===== src/rtl/pgm_loader_pkg.sv =====
// Purpose: shared types and constants for the program-image boot loader.
// Latency: n/a (types and constants only).
// Backpressure: n/a.
// Contents: byte width, byte type, loader FSM state encoding, state-class helper.
package pgm_loader_pkg;

    localparam int BYTE_W = 8;

    typedef logic [BYTE_W-1:0] byte_t;

    typedef enum logic [2:0] {
        S_IDLE = 3'd0,
        S_LEN  = 3'd1,
        S_DATA = 3'd2,
        S_CSUM = 3'd3,
        S_DONE = 3'd4,
        S_ERR  = 3'd5
    } state_t;

    // True in the states that accept image bytes and run the idle timer.
    function automatic logic is_loading(input state_t s);
        return (s == S_LEN) || (s == S_DATA) || (s == S_CSUM);
    endfunction

endpackage


===== src/rtl/pgm_loader_timer.sv =====
// Purpose: idle-cycle watchdog; counts cycles while run=1, restarts on clr.
// Latency: expire is combinational from the count, asserted on the cycle whose edge reaches LIMIT.
// Backpressure: none; LIMIT=0 disables expiry entirely.
// Ports: clk, reset (async active-low), clr (restart count), run (count this cycle),
//        expire (this edge completes LIMIT idle cycles).
module pgm_loader_timer #(
    parameter int           W     = 16,
    parameter logic [W-1:0] LIMIT = '0
) (
    input  logic clk,
    input  logic reset,
    input  logic clr,
    input  logic run,
    output logic expire
);

    logic [W-1:0] cnt_q;
    logic [W:0]   cnt_inc;
    logic         enabled;

    assign enabled = (LIMIT != '0);
    assign cnt_inc = {1'b0, cnt_q} + {{W{1'b0}}, 1'b1};
    // Fires on the edge at which the count would become LIMIT.
    assign expire  = enabled && run && (cnt_inc == {1'b0, LIMIT});

    always_ff @(posedge clk or negedge reset) begin
        if (!reset) begin
            cnt_q <= '0;
        end else if (clr || expire) begin
            cnt_q <= '0;
        end else if (run && enabled) begin
            cnt_q <= cnt_inc[W-1:0];
        end
    end

endmodule


===== src/rtl/pgm_loader.sv =====
// Purpose: loads a length-prefixed, checksummed byte image into program memory and
//          holds the CPU in reset until an image has loaded and verified.
// Latency: a data byte accepted on edge k is written to memory during cycle k+1; status updates on the CSUM edge.
// Backpressure: in_ready is registered and high only in LEN/DATA/CSUM; no internal stalls while loading.
// Ports: clk, reset (async active-low), start (load request), in_valid/in_data/in_ready (byte stream),
//        pm_we/pm_addr/pm_wdata (memory write), cpu_hold, done, error (status of the last load).
module pgm_loader
    import pgm_loader_pkg::*;
#(
    parameter logic [7:0]  BASE_ADDR = 8'h00,
    parameter logic [15:0] TIMEOUT   = 16'd1000
) (
    input  logic              clk,
    input  logic              reset,
    input  logic              start,
    input  logic              in_valid,
    input  logic [BYTE_W-1:0] in_data,
    output logic              in_ready,
    output logic              pm_we,
    output logic [BYTE_W-1:0] pm_addr,
    output logic [BYTE_W-1:0] pm_wdata,
    output logic              cpu_hold,
    output logic              done,
    output logic              error
);

    state_t state_q, state_d;

    // Length and index are 9 bits so that LEN=0 can represent a 256-byte image.
    logic [8:0] len_q, len_d;
    logic [8:0] idx_q, idx_d;
    byte_t      sum_q, sum_d;

    logic       in_ready_q, in_ready_d;
    logic       pm_we_q, pm_we_d;
    byte_t      pm_addr_q, pm_addr_d;
    byte_t      pm_wdata_q, pm_wdata_d;
    logic       cpu_hold_q, cpu_hold_d;
    logic       done_q, done_d;
    logic       error_q, error_d;

    logic       xfer;
    logic       loading;
    logic       tmo_expire;
    logic [8:0] idx_inc;
    byte_t      sum_next;

    assign xfer     = in_valid && in_ready_q;
    assign loading  = is_loading(state_q);
    assign idx_inc  = idx_q + 9'd1;
    assign sum_next = sum_q + in_data;

    // The timer only counts idle cycles inside a load; any transfer or leaving
    // the load states restarts it.
    pgm_loader_timer #(
        .W     (16),
        .LIMIT (TIMEOUT)
    ) u_timer (
        .clk    (clk),
        .reset  (reset),
        .clr    (!loading || xfer),
        .run    (loading && !xfer),
        .expire (tmo_expire)
    );

    always_comb begin
        state_d    = state_q;
        len_d      = len_q;
        idx_d      = idx_q;
        sum_d      = sum_q;
        pm_we_d    = 1'b0;
        pm_addr_d  = pm_addr_q;
        pm_wdata_d = pm_wdata_q;

        unique case (state_q)
            S_IDLE: begin
                if (start) state_d = S_LEN;
            end
            S_LEN: begin
                if (xfer) begin
                    len_d   = (in_data == 8'd0) ? 9'd256 : {1'b0, in_data};
                    idx_d   = 9'd0;
                    sum_d   = 8'd0;
                    state_d = S_DATA;
                end else if (tmo_expire) begin
                    state_d = S_ERR;
                end
            end
            S_DATA: begin
                if (xfer) begin
                    sum_d      = sum_next;
                    pm_we_d    = 1'b1;
                    // 8-bit add: the address wraps silently past 8'hFF.
                    pm_addr_d  = BASE_ADDR + idx_q[7:0];
                    pm_wdata_d = in_data;
                    idx_d      = idx_inc;
                    if (idx_inc == len_q) state_d = S_CSUM;
                end else if (tmo_expire) begin
                    state_d = S_ERR;
                end
            end
            S_CSUM: begin
                if (xfer) begin
                    state_d = (sum_next == 8'd0) ? S_DONE : S_ERR;
                end else if (tmo_expire) begin
                    state_d = S_ERR;
                end
            end
            S_DONE, S_ERR: begin
                if (start) state_d = S_LEN;
            end
            default: begin
                state_d = S_IDLE;
            end
        endcase

        // Status flags follow the next state, so entering LEN from DONE/ERR
        // clears done/error and re-asserts cpu_hold on the same edge.
        in_ready_d = is_loading(state_d);
        done_d     = (state_d == S_DONE);
        error_d    = (state_d == S_ERR);
        cpu_hold_d = (state_d != S_DONE);
    end

    always_ff @(posedge clk or negedge reset) begin
        if (!reset) begin
            state_q    <= S_IDLE;
            len_q      <= 9'd0;
            idx_q      <= 9'd0;
            sum_q      <= 8'd0;
            in_ready_q <= 1'b0;
            pm_we_q    <= 1'b0;
            pm_addr_q  <= BASE_ADDR;
            pm_wdata_q <= 8'd0;
            cpu_hold_q <= 1'b1;
            done_q     <= 1'b0;
            error_q    <= 1'b0;
        end else begin
            state_q    <= state_d;
            len_q      <= len_d;
            idx_q      <= idx_d;
            sum_q      <= sum_d;
            in_ready_q <= in_ready_d;
            pm_we_q    <= pm_we_d;
            pm_addr_q  <= pm_addr_d;
            pm_wdata_q <= pm_wdata_d;
            cpu_hold_q <= cpu_hold_d;
            done_q     <= done_d;
            error_q    <= error_d;
        end
    end

    assign in_ready = in_ready_q;
    assign pm_we    = pm_we_q;
    assign pm_addr  = pm_addr_q;
    assign pm_wdata = pm_wdata_q;
    assign cpu_hold = cpu_hold_q;
    assign done     = done_q;
    assign error    = error_q;

endmodule


===== config.mk =====
export PLATFORM = sky130hd
export DESIGN_NAME = pgm_loader
export DESIGN_NICKNAME = d
export VERILOG_FILES = /design/src/rtl/pgm_loader_pkg.sv /design/src/rtl/pgm_loader_timer.sv /design/src/rtl/pgm_loader.sv
export SDC_FILE = /design/constraint.sdc
export NUM_CORES = 1
export LEC_CHECK = 0
export ABC_AREA = 1
export ABC_CLOCK_PERIOD_IN_PS = 2500
export BUFFER_PORTS_ARGS = -buffer_cell sky130_fd_sc_hd__buf_2
export CAP_MARGIN = 20
export CORE_MARGIN = 10
export CORE_UTILIZATION = 50
export CTS_CLUSTER_SIZE = 8
export DETAILED_ROUTE_END_ITERATION = 6
export PLACE_DENSITY = 0.74
export REMOVE_ABC_BUFFERS = 1
export SETUP_SLACK_MARGIN = 0.4
export SYNTH_ARGS = -nofsm -noshare
export SYNTH_HDL_FRONTEND = slang
export SYNTH_SLANG_ARGS = --single-unit

===== constraint.sdc =====
create_clock -name clk -period 2.5 [get_ports clk]
set_clock_uncertainty 0.2 [all_clocks]
set_input_delay 0.125 -clock clk [delete_from_list [all_inputs] [get_ports clk]]
set_output_delay 0.125 -clock clk [all_outputs]
set_load 0.02 [all_outputs]

## After elaboration in Yosys (flattened, before gate mapping)

Cells that the tools add are included.

| storage, ports and cells | value |
|---|---|
| bits in registers | 66 |
| latch bits | 0 |
| bits in writable memories | 0 |
| memory bits (read-only) | 0 |
| output and inout bits | 21 |
| memories | 0 |

| operators by class | value |
|---|---|
| $add $sub $neg | 3 |
| multiply operators | 0 |
| div/mod/pow operators | 0 |
| $lt $le $gt $ge | 0 |
| eq/ne operators | 15 |
| shift-type cells | 0 |
| multiplexer cells | 19 |
| bitwise gates (word level) | 0 |
| reduce and logical (&&, ||, !) cells | 20 |

Operators with widths:

| kind | number |
|---|---|
| 16-bit 2-to-1 mux | 2 |
| 9-bit 2-to-1 mux | 3 |
| 3-bit 2-to-1 mux | 6 |
| 9-bit case mux with 2 select lines | 1 |
| 16-bit by 1-bit adder with 17-bit output (second input constant) | 1 |
| 17-bit by 10-bit equality test with 1-bit output (second input constant) | 1 |
| 8-bit zero test | 2 |
| 8-bit 2-to-1 mux | 2 |
| 8-bit case mux with 2 select lines | 1 |
| 3-bit by 2-bit equality test with 1-bit output (second input constant) | 4 |
| 3-bit equality test (second input constant) | 4 |
| 3-bit case mux with 4 select lines | 1 |
| 9-bit by 1-bit adder with 9-bit output (second input constant) | 1 |
| 9-bit equality test | 1 |
| 8-bit adder | 1 |
| 3-bit by 1-bit equality test with 1-bit output (second input constant) | 2 |
| 1-bit logical OR | 6 |
| 2-bit inequality test (second input constant) | 2 |
| 2-bit AND reduction | 2 |
| 2-bit nonzero test | 2 |
| 1-bit logical AND | 3 |
| 3-bit zero test | 1 |
| 1-bit 2-to-1 mux | 3 |
| 3-bit inequality test (second input constant) | 1 |
| 3 further kinds | 4 |

## Depth between registers and ports, before layout

| depth | value |
|---|---|
| depth after elaboration | 11 |
| depth in mapped cells | 18 |

## Modules after synthesis

Synthesis repeated with hierarchy kept, for this count alone.

| second synthesis, totals | value |
|---|---|
| cells, all modules | 519 |
| area, all modules | 3880.0 µm² |

Modules (own cells, without submodules):

| module | times used | cells an instance | area each (µm²) | seq. area each (µm²) |
|---|---|---|---|---|
| pgm_loader | 1 | 353 | 2715.1 | 1252.5 |
| pgm_loader_timer | 1 | 166 | 1164.9 | 400.4 |

## Worst setup path before layout

No wires, ideal clock.

| timing | value |
|---|---|
| path type | register to register |
| from | reg sum_q[0] |
| to | reg in_ready_q, in the netlist in_ready |
| setup time | 119 ps |
| arrival time | 1816 ps |
| required time | 2181 ps |
| path slack | 365 ps |
| stages on the path, launching flop included | 14 |
| buffers on the path | 0 |
| cell sequence | dfrtp_1 > ha_1 > fa_1 > nand3_1 > nand3_1 > xor2_1 > nor2_1 > nand4_1 > nand2_1 > nand2_1 > nand2_1 > nand2_2 > nor2_1 > nor2_1 |

| on the way | value |
|---|---|
| cells in the longest elaborated chain, start to end | 8 |
| elaborated cells between the ends (all ways) | 10 |
| classes of those cells | 1 x add/sub; 3 x eq/ne; 3 x mux; 3 x reduce/logical |

RTL lines:

| element | RTL line | RTL |
|---|---|---|
| from (decl) | pgm_loader.sv:32 | `byte_t sum_q, sum_d;` |
| from (signal assigned) | pgm_loader.sv:142 | `sum_q <= sum_d;` |
| 8-bit adder (*) | pgm_loader.sv:51 | `assign sum_next = sum_q + in_data;` |
| 8-bit zero test (*) | pgm_loader.sv:104 | `state_d = (sum_next == 8'd0) ? S_DONE : S_ERR;` |
| 1-bit 2-to-1 mux (*) | pgm_loader.sv:104 |  |
| 3-bit 2-to-1 mux (*) | pgm_loader.sv:103 | `if (xfer) begin` |
| 3-bit case mux with 4 select lines (*) | pgm_loader.sv:75 | `unique case (state_q)` |
| net state_d[0] | pgm_loader.sv:27 | `state_t state_q, state_d;` |
| 3-bit by 1-bit equality test with 1-bit output or 3-bit by 2-bit equality test with 1-bit output (tied branches) | pgm_loader_pkg.sv:22 | `return (s == S_LEN) \|\| (s == S_DATA) \|\| (s == S_CSUM);` |
| 1-bit logical OR | pgm_loader_pkg.sv:22 |  |
| 1-bit logical OR (*) | pgm_loader_pkg.sv:22 |  |
| net in_ready_d | pgm_loader.sv:34 | `logic in_ready_q, in_ready_d;` |
| to (signal assigned) | pgm_loader.sv:143 | `in_ready_q <= in_ready_d;` |
| to (decl) | pgm_loader.sv:34 |  |

The timed path passes the listed nets; every way through them passes the cells marked *.
A chain may end at the register's enable or synchronous reset.

## Final worst setup path

| timing | value |
|---|---|
| from | reg u_timer.cnt_q[4] |
| to | reg u_timer.cnt_q[8] |

| on the way | value |
|---|---|
| cells in the longest elaborated chain, start to end | 5 |
| elaborated cells between the ends (all ways) | 7 |
| classes of those cells | 1 x add/sub; 1 x eq/ne; 2 x mux; 3 x reduce/logical |

RTL lines:

| element | RTL line | RTL |
|---|---|---|
| from (decl) | pgm_loader_timer.sv:17 | `logic [W-1:0] cnt_q;` |
| from (signal assigned) | pgm_loader_timer.sv:32 | `cnt_q <= cnt_inc[W-1:0];` |
| 16-bit by 1-bit adder with 17-bit output (*) | pgm_loader_timer.sv:22 | `assign cnt_inc = {1'b0, cnt_q} + {{W{1'b0}}, 1'b1};` |
| 17-bit by 10-bit equality test with 1-bit output | pgm_loader_timer.sv:24 | `assign expire = enabled && run && (cnt_inc == {1'b0, LIMIT});` |
| 1-bit logical AND | pgm_loader_timer.sv:24 |  |
| 1-bit logical OR | pgm_loader_timer.sv:29 | `end else if (clr \|\| expire) begin` |
| 16-bit 2-to-1 mux or 2-bit nonzero test (tied branches) | n/a |  |

Mark *: on every way between the ends. The rest lies on a longest branch, timed or not. The select of a mux whose other input is x is not followed.

==> tab_implementation.tex <==
\begin{tabular}{lr}
\hline
Metric & Value \\
\hline
\multicolumn{2}{l}{\textbf{STA}} \\
\quad Final count of pins violating max slew & 0 \\
\quad Shortest clock period the worst path allows after layout & 2.34 ns \\
\quad Final worst-path cycle share & 0.934 \\
\quad Max-slew headroom at the worst pin & 0.451 \\
\quad Transition time at the pin with the least slew margin & 0.824 ns \\
\quad RSZ-0062 raised after global routing & true \\
\quad Final setup fails & 0 \\
\quad Final setup TNS & 0 ns \\
\quad Worst Slack Setup Final & 0.165 ns \\
\quad Number of hold violations in the final report & 0 \\
\quad Peak clock frequency supported by timing & 428 MHz \\
\multicolumn{2}{l}{\textbf{Pwr}} \\
\quad Power density over cell area & 973 mW/mm\^{}2 \\
\quad Leakage dissipation & 2.24 nW \\
\quad Peak supply drop & 660 uV \\
\multicolumn{2}{l}{\textbf{Cells and area}} \\
\quad Layout filler cell count & 601 \\
\quad Most frequent standard cell in the layout excluding fill and tap cells & sky130\_fd\_sc\_hd\_\_nand2\_1 \\
\quad Register Area & 0.00166 mm\^{}2 \\
\quad Most frequent cells in the layout & sky130\_fd\_sc\_hd\_\_nand2\_1, sky130\_fd\_sc\_hd\_\_dfrtp\_1, sky130\_fd\_sc\_hd\_\_inv\_1 \\
\quad Area Overhead vs Synth & 27.5\% \\
\quad Number of non-filler instances in the completed layout & 674 \\
\quad Inserted Diodes & 0 \\
\quad Combined area of the multi-input logic cells & 0.00198 mm\^{}2 \\
\quad Final standard cell utilization of the core & 0.651 \\
\quad Number of nets in the final layout & 593 \\
\quad Ratio of cells with drive above 1 in the final layout & 0.254 \\
\multicolumn{2}{l}{\textbf{Placement}} \\
\quad Placed wire-length estimate after detailed placement & 6.07 mm \\
\quad IO buf count & 32 \\
\quad Final RePlAce weighted congestion & 0.910 \\
\quad Pre-CTS WS & 0.177 ns \\
\quad Total instance count after detailed placement & 624 \\
\multicolumn{2}{l}{\textbf{CTS}} \\
\quad Number of buffers on the longest clock path & 2 \\
\quad Insertion delay to the later sink of the worst-skew pair & 0.35 ns \\
\quad Root Driver & sky130\_fd\_sc\_hd\_\_clkbuf\_8 \\
\quad Number of levels the H-tree was split into & 3 \\
\quad Clock-pin slew of the registers on the worst-case setup and hold paths & 0.08 ns \\
\quad Sink count of the clock tree & 66 \\
\quad Inserted Clock Buffers & 9 \\
\quad TritonCTS clock tree & done \\
\multicolumn{2}{l}{\textbf{Critical path}} \\
\quad Critical Setup Path Class & register to register \\
\quad Slowest stage cell, crit path & sky130\_fd\_sc\_hd\_\_dfrtp\_1 \\
\quad Largest stage delay, worst path & 0.41 ns \\
\quad Origin of the worst setup path & u\_timer.cnt\_q[4] \\
\quad Largest fanout on the critical path & 5 \\
\quad Reg-to-reg startpoint & u\_timer.cnt\_q[4] \\
\quad Endpoint kind of the worst setup timing path & register \\
\quad List of cells traversed by the critical path & nand2\_1, nor2\_4, nand2\_2, xor2\_2, a21oi\_1, nand4\_1, o21ai\_4, buf\_6, nor2\_2 \\
\quad Data required time at the worst endpoint & 2.54 ns \\
\quad Type of element launching the critical path & register \\
\quad Arrival @ worst endpoint & 2.37 ns \\
\multicolumn{2}{l}{\textbf{Die}} \\
\quad Total Die Area & 0.0111 mm\^{}2 \\
\quad Floorplan row count & 31 \\
\quad Initial standard-cell utilization of the core & 0.510 \\
\quad Core Region & 0.00718 mm\^{}2 \\
\quad I/O pins & 33 \\
\quad Die width & 106 um \\
\quad Die Span Y & 106 um \\
\multicolumn{2}{l}{\textbf{Route}} \\
\quad Residual DRC count & 0 \\
\quad Antenna Violating Nets Remaining & 0 \\
\quad Total length of routed wires & 9.44 mm \\
\quad Vias after detailed routing & 3533 \\
\quad DR pass1 iterations & 6 \\
\quad Post-detailed-route via-to-cell ratio & 5.24 \\
\quad Wirelength per Cell & 14.0 um \\
\quad Drt first-iter violations & 189 \\
\multicolumn{2}{l}{\textbf{Run}} \\
\quad \# Max-Cap Violations & 0 \\
\multicolumn{2}{l}{\textbf{Yosys}} \\
\quad Area of the mapped netlist & 0.00366 mm\^{}2 \\
\quad Main combinational cell family by area after synthesis & simple AND/OR/NAND/NOR gates \\
\quad Area fraction in compound gates after synthesis & 0.0919 \\
\quad Post-synthesis cell count & 493 \\
\quad Flop and latch count out of synthesis & 66 \\
\quad Top\_reg\_cell synth & sky130\_fd\_sc\_hd\_\_dfrtp\_1 \\
\quad Xor/xnor cell area share of the yosys netlist & 0.0191 \\
\quad Share of synthesized cell area in full adder, half adder and majority cells & 0.0396 \\
\quad Sequential element share of the synthesized area & 0.451 \\
\quad Syn\_area\_per\_cell & 7.43 um\^{}2 \\
\quad Number of enable-type register cells in the synthesized netlist & 0 \\
\quad YS warnings & 0 \\
\quad Synth Area in Simple Gates & 0.331 \\
\quad Mux share of post-synthesis cell area & 0 \\
\quad Async S/R FF share, synth & 1.00 \\
\quad Number of different library cells in the post-synthesis netlist & 33 \\
\multicolumn{2}{l}{\textbf{Hold path}} \\
\quad Min-delay src & in\_data[2] \\
\quad Path category of the worst min-delay check & input pin to register \\
\multicolumn{2}{l}{\textbf{GRT}} \\
\quad Wire length of the first global-routing pass & 15.6 mm \\
\quad Pin count of the biggest net entering global routing & 67 \\
\quad Antenna violations before repair & 0 \\
\quad Vias in the first global route & 3386 \\
\quad GRT Util Overall & 0.168 \\
\quad Grt ovf & 0 \\
\multicolumn{2}{l}{\textbf{Status}} \\
\quad Status & finished clean \\
\hline
\end{tabular}
[area by class of cell]
type / instances / area share
Clock inverter: 7 / 0.0113
Inverter: 56 / 0.0456
Sequential cell: 66 / 0.355
Timing Repair Buffer: 73 / 0.112
Clock buffer: 9 / 0.0265
Tap cell: 99 / 0.0265
Multi-Input combinational cell: 364 / 0.423
[worst paths after layout]
kind	to	cells after the start	slack [ns]
max reg2reg	u_timer.cnt_q[8]	9	0.16
min	sum_q[2]	5	0.08
max	u_timer.cnt_q[8]	9	0.16
max in group asynchronous	u_timer.cnt_q[3]	3	1.22
min reg2reg	pm_wdata[3]	2	0.28
min in group asynchronous	sum_q[2]	3	0.29
[flip-flops by register name, indices dropped and copies added (netlist names)]
register       count
cpu_hold           1
done               1
error              1
idx_q              9
in_ready           1
len_q              9
pm_addr            8
pm_wdata           8
pm_we              1
state_q            3
sum_q              8
u_timer.cnt_q     16
[logic make-up after synthesis]
group                      count (synthesis)
AOI/OAI and AO/OA                         59
xor gates and xnor gates                   8
adders and majority gates                 11
buffers and inverters                     63
DFF                                       66
and+or+nand+nor                          286
[cell usage after synthesis (all sizes together), types with 2 or more instances]
| master | number | area share |
|---|---|---|
| o22ai | 8 | 0.014 |
| o21a | 2 | 0.0041 |
| clkbuf | 6 | 0.0061 |
| nor3b | 2 | 0.0041 |
| xor2 | 5 | 0.012 |
| ha | 10 | 0.034 |
| nand3 | 36 | 0.051 |
| nor3 | 2 | 0.0027 |
| nor2 | 70 | 0.075 |
| xnor2 | 3 | 0.0072 |
| nand2 | 155 | 0.16 |
| a21oi | 12 | 0.017 |
| o21bai | 4 | 0.0082 |
| dfrtp | 65 | 0.44 |
| nand4 | 13 | 0.022 |
| o21ai | 30 | 0.042 |
| a211oi | 2 | 0.0041 |
| nand3b | 6 | 0.012 |
| inv | 56 | 0.057 |
[critical path, delay by kind of cell, from the launching register on]
family / cells / cell delay, ns
AOI/OAI and AO/OA: 2 / 0.48
xor gates and xnor gates: 1 / 0.18
buffers and inverters: 1 / 0.17
DFF: 1 / 0.41
and+or+nand+nor: 5 / 0.78
[per-stage QoR]
stage	power (mW)	hold slack, ns	area [um^2]
floorplan	2.85	-0.371	3630
global placement	3.34	0.158	3970
detailed placement	3.41	0.158	3970
CTS	4.42	0.00976	4530
global route	4.89	0.100	4670
finish	4.54	0.0757	4670
[routing by layer]
metal,part of all wire,global-route usage,vias up
met2,0.48,0.275,130
li1,-,-,1749
met3,0.056,0.0353,21
met1,0.43,0.209,1633
met4,0.028,0.0745,0
met5,0,0,-
[timing repair]
action / 4_1_cts / 5_1_grt
setup endpoints to repair: 22 / 31
pin swaps: 19 / 18
cloned: 1 / 0
endpoints found under the hold margin: 85 / 0
buffers inserted: 17 / 6
resized for setup: 40 / 32
hold buffers: 10 / 0
[report_power, final]
group,switching [mW],internal [mW]
logic,1.23,0.807
clock network,0.457,0.364
registers,0.265,1.42
Power figures use the tool's default switching activity.
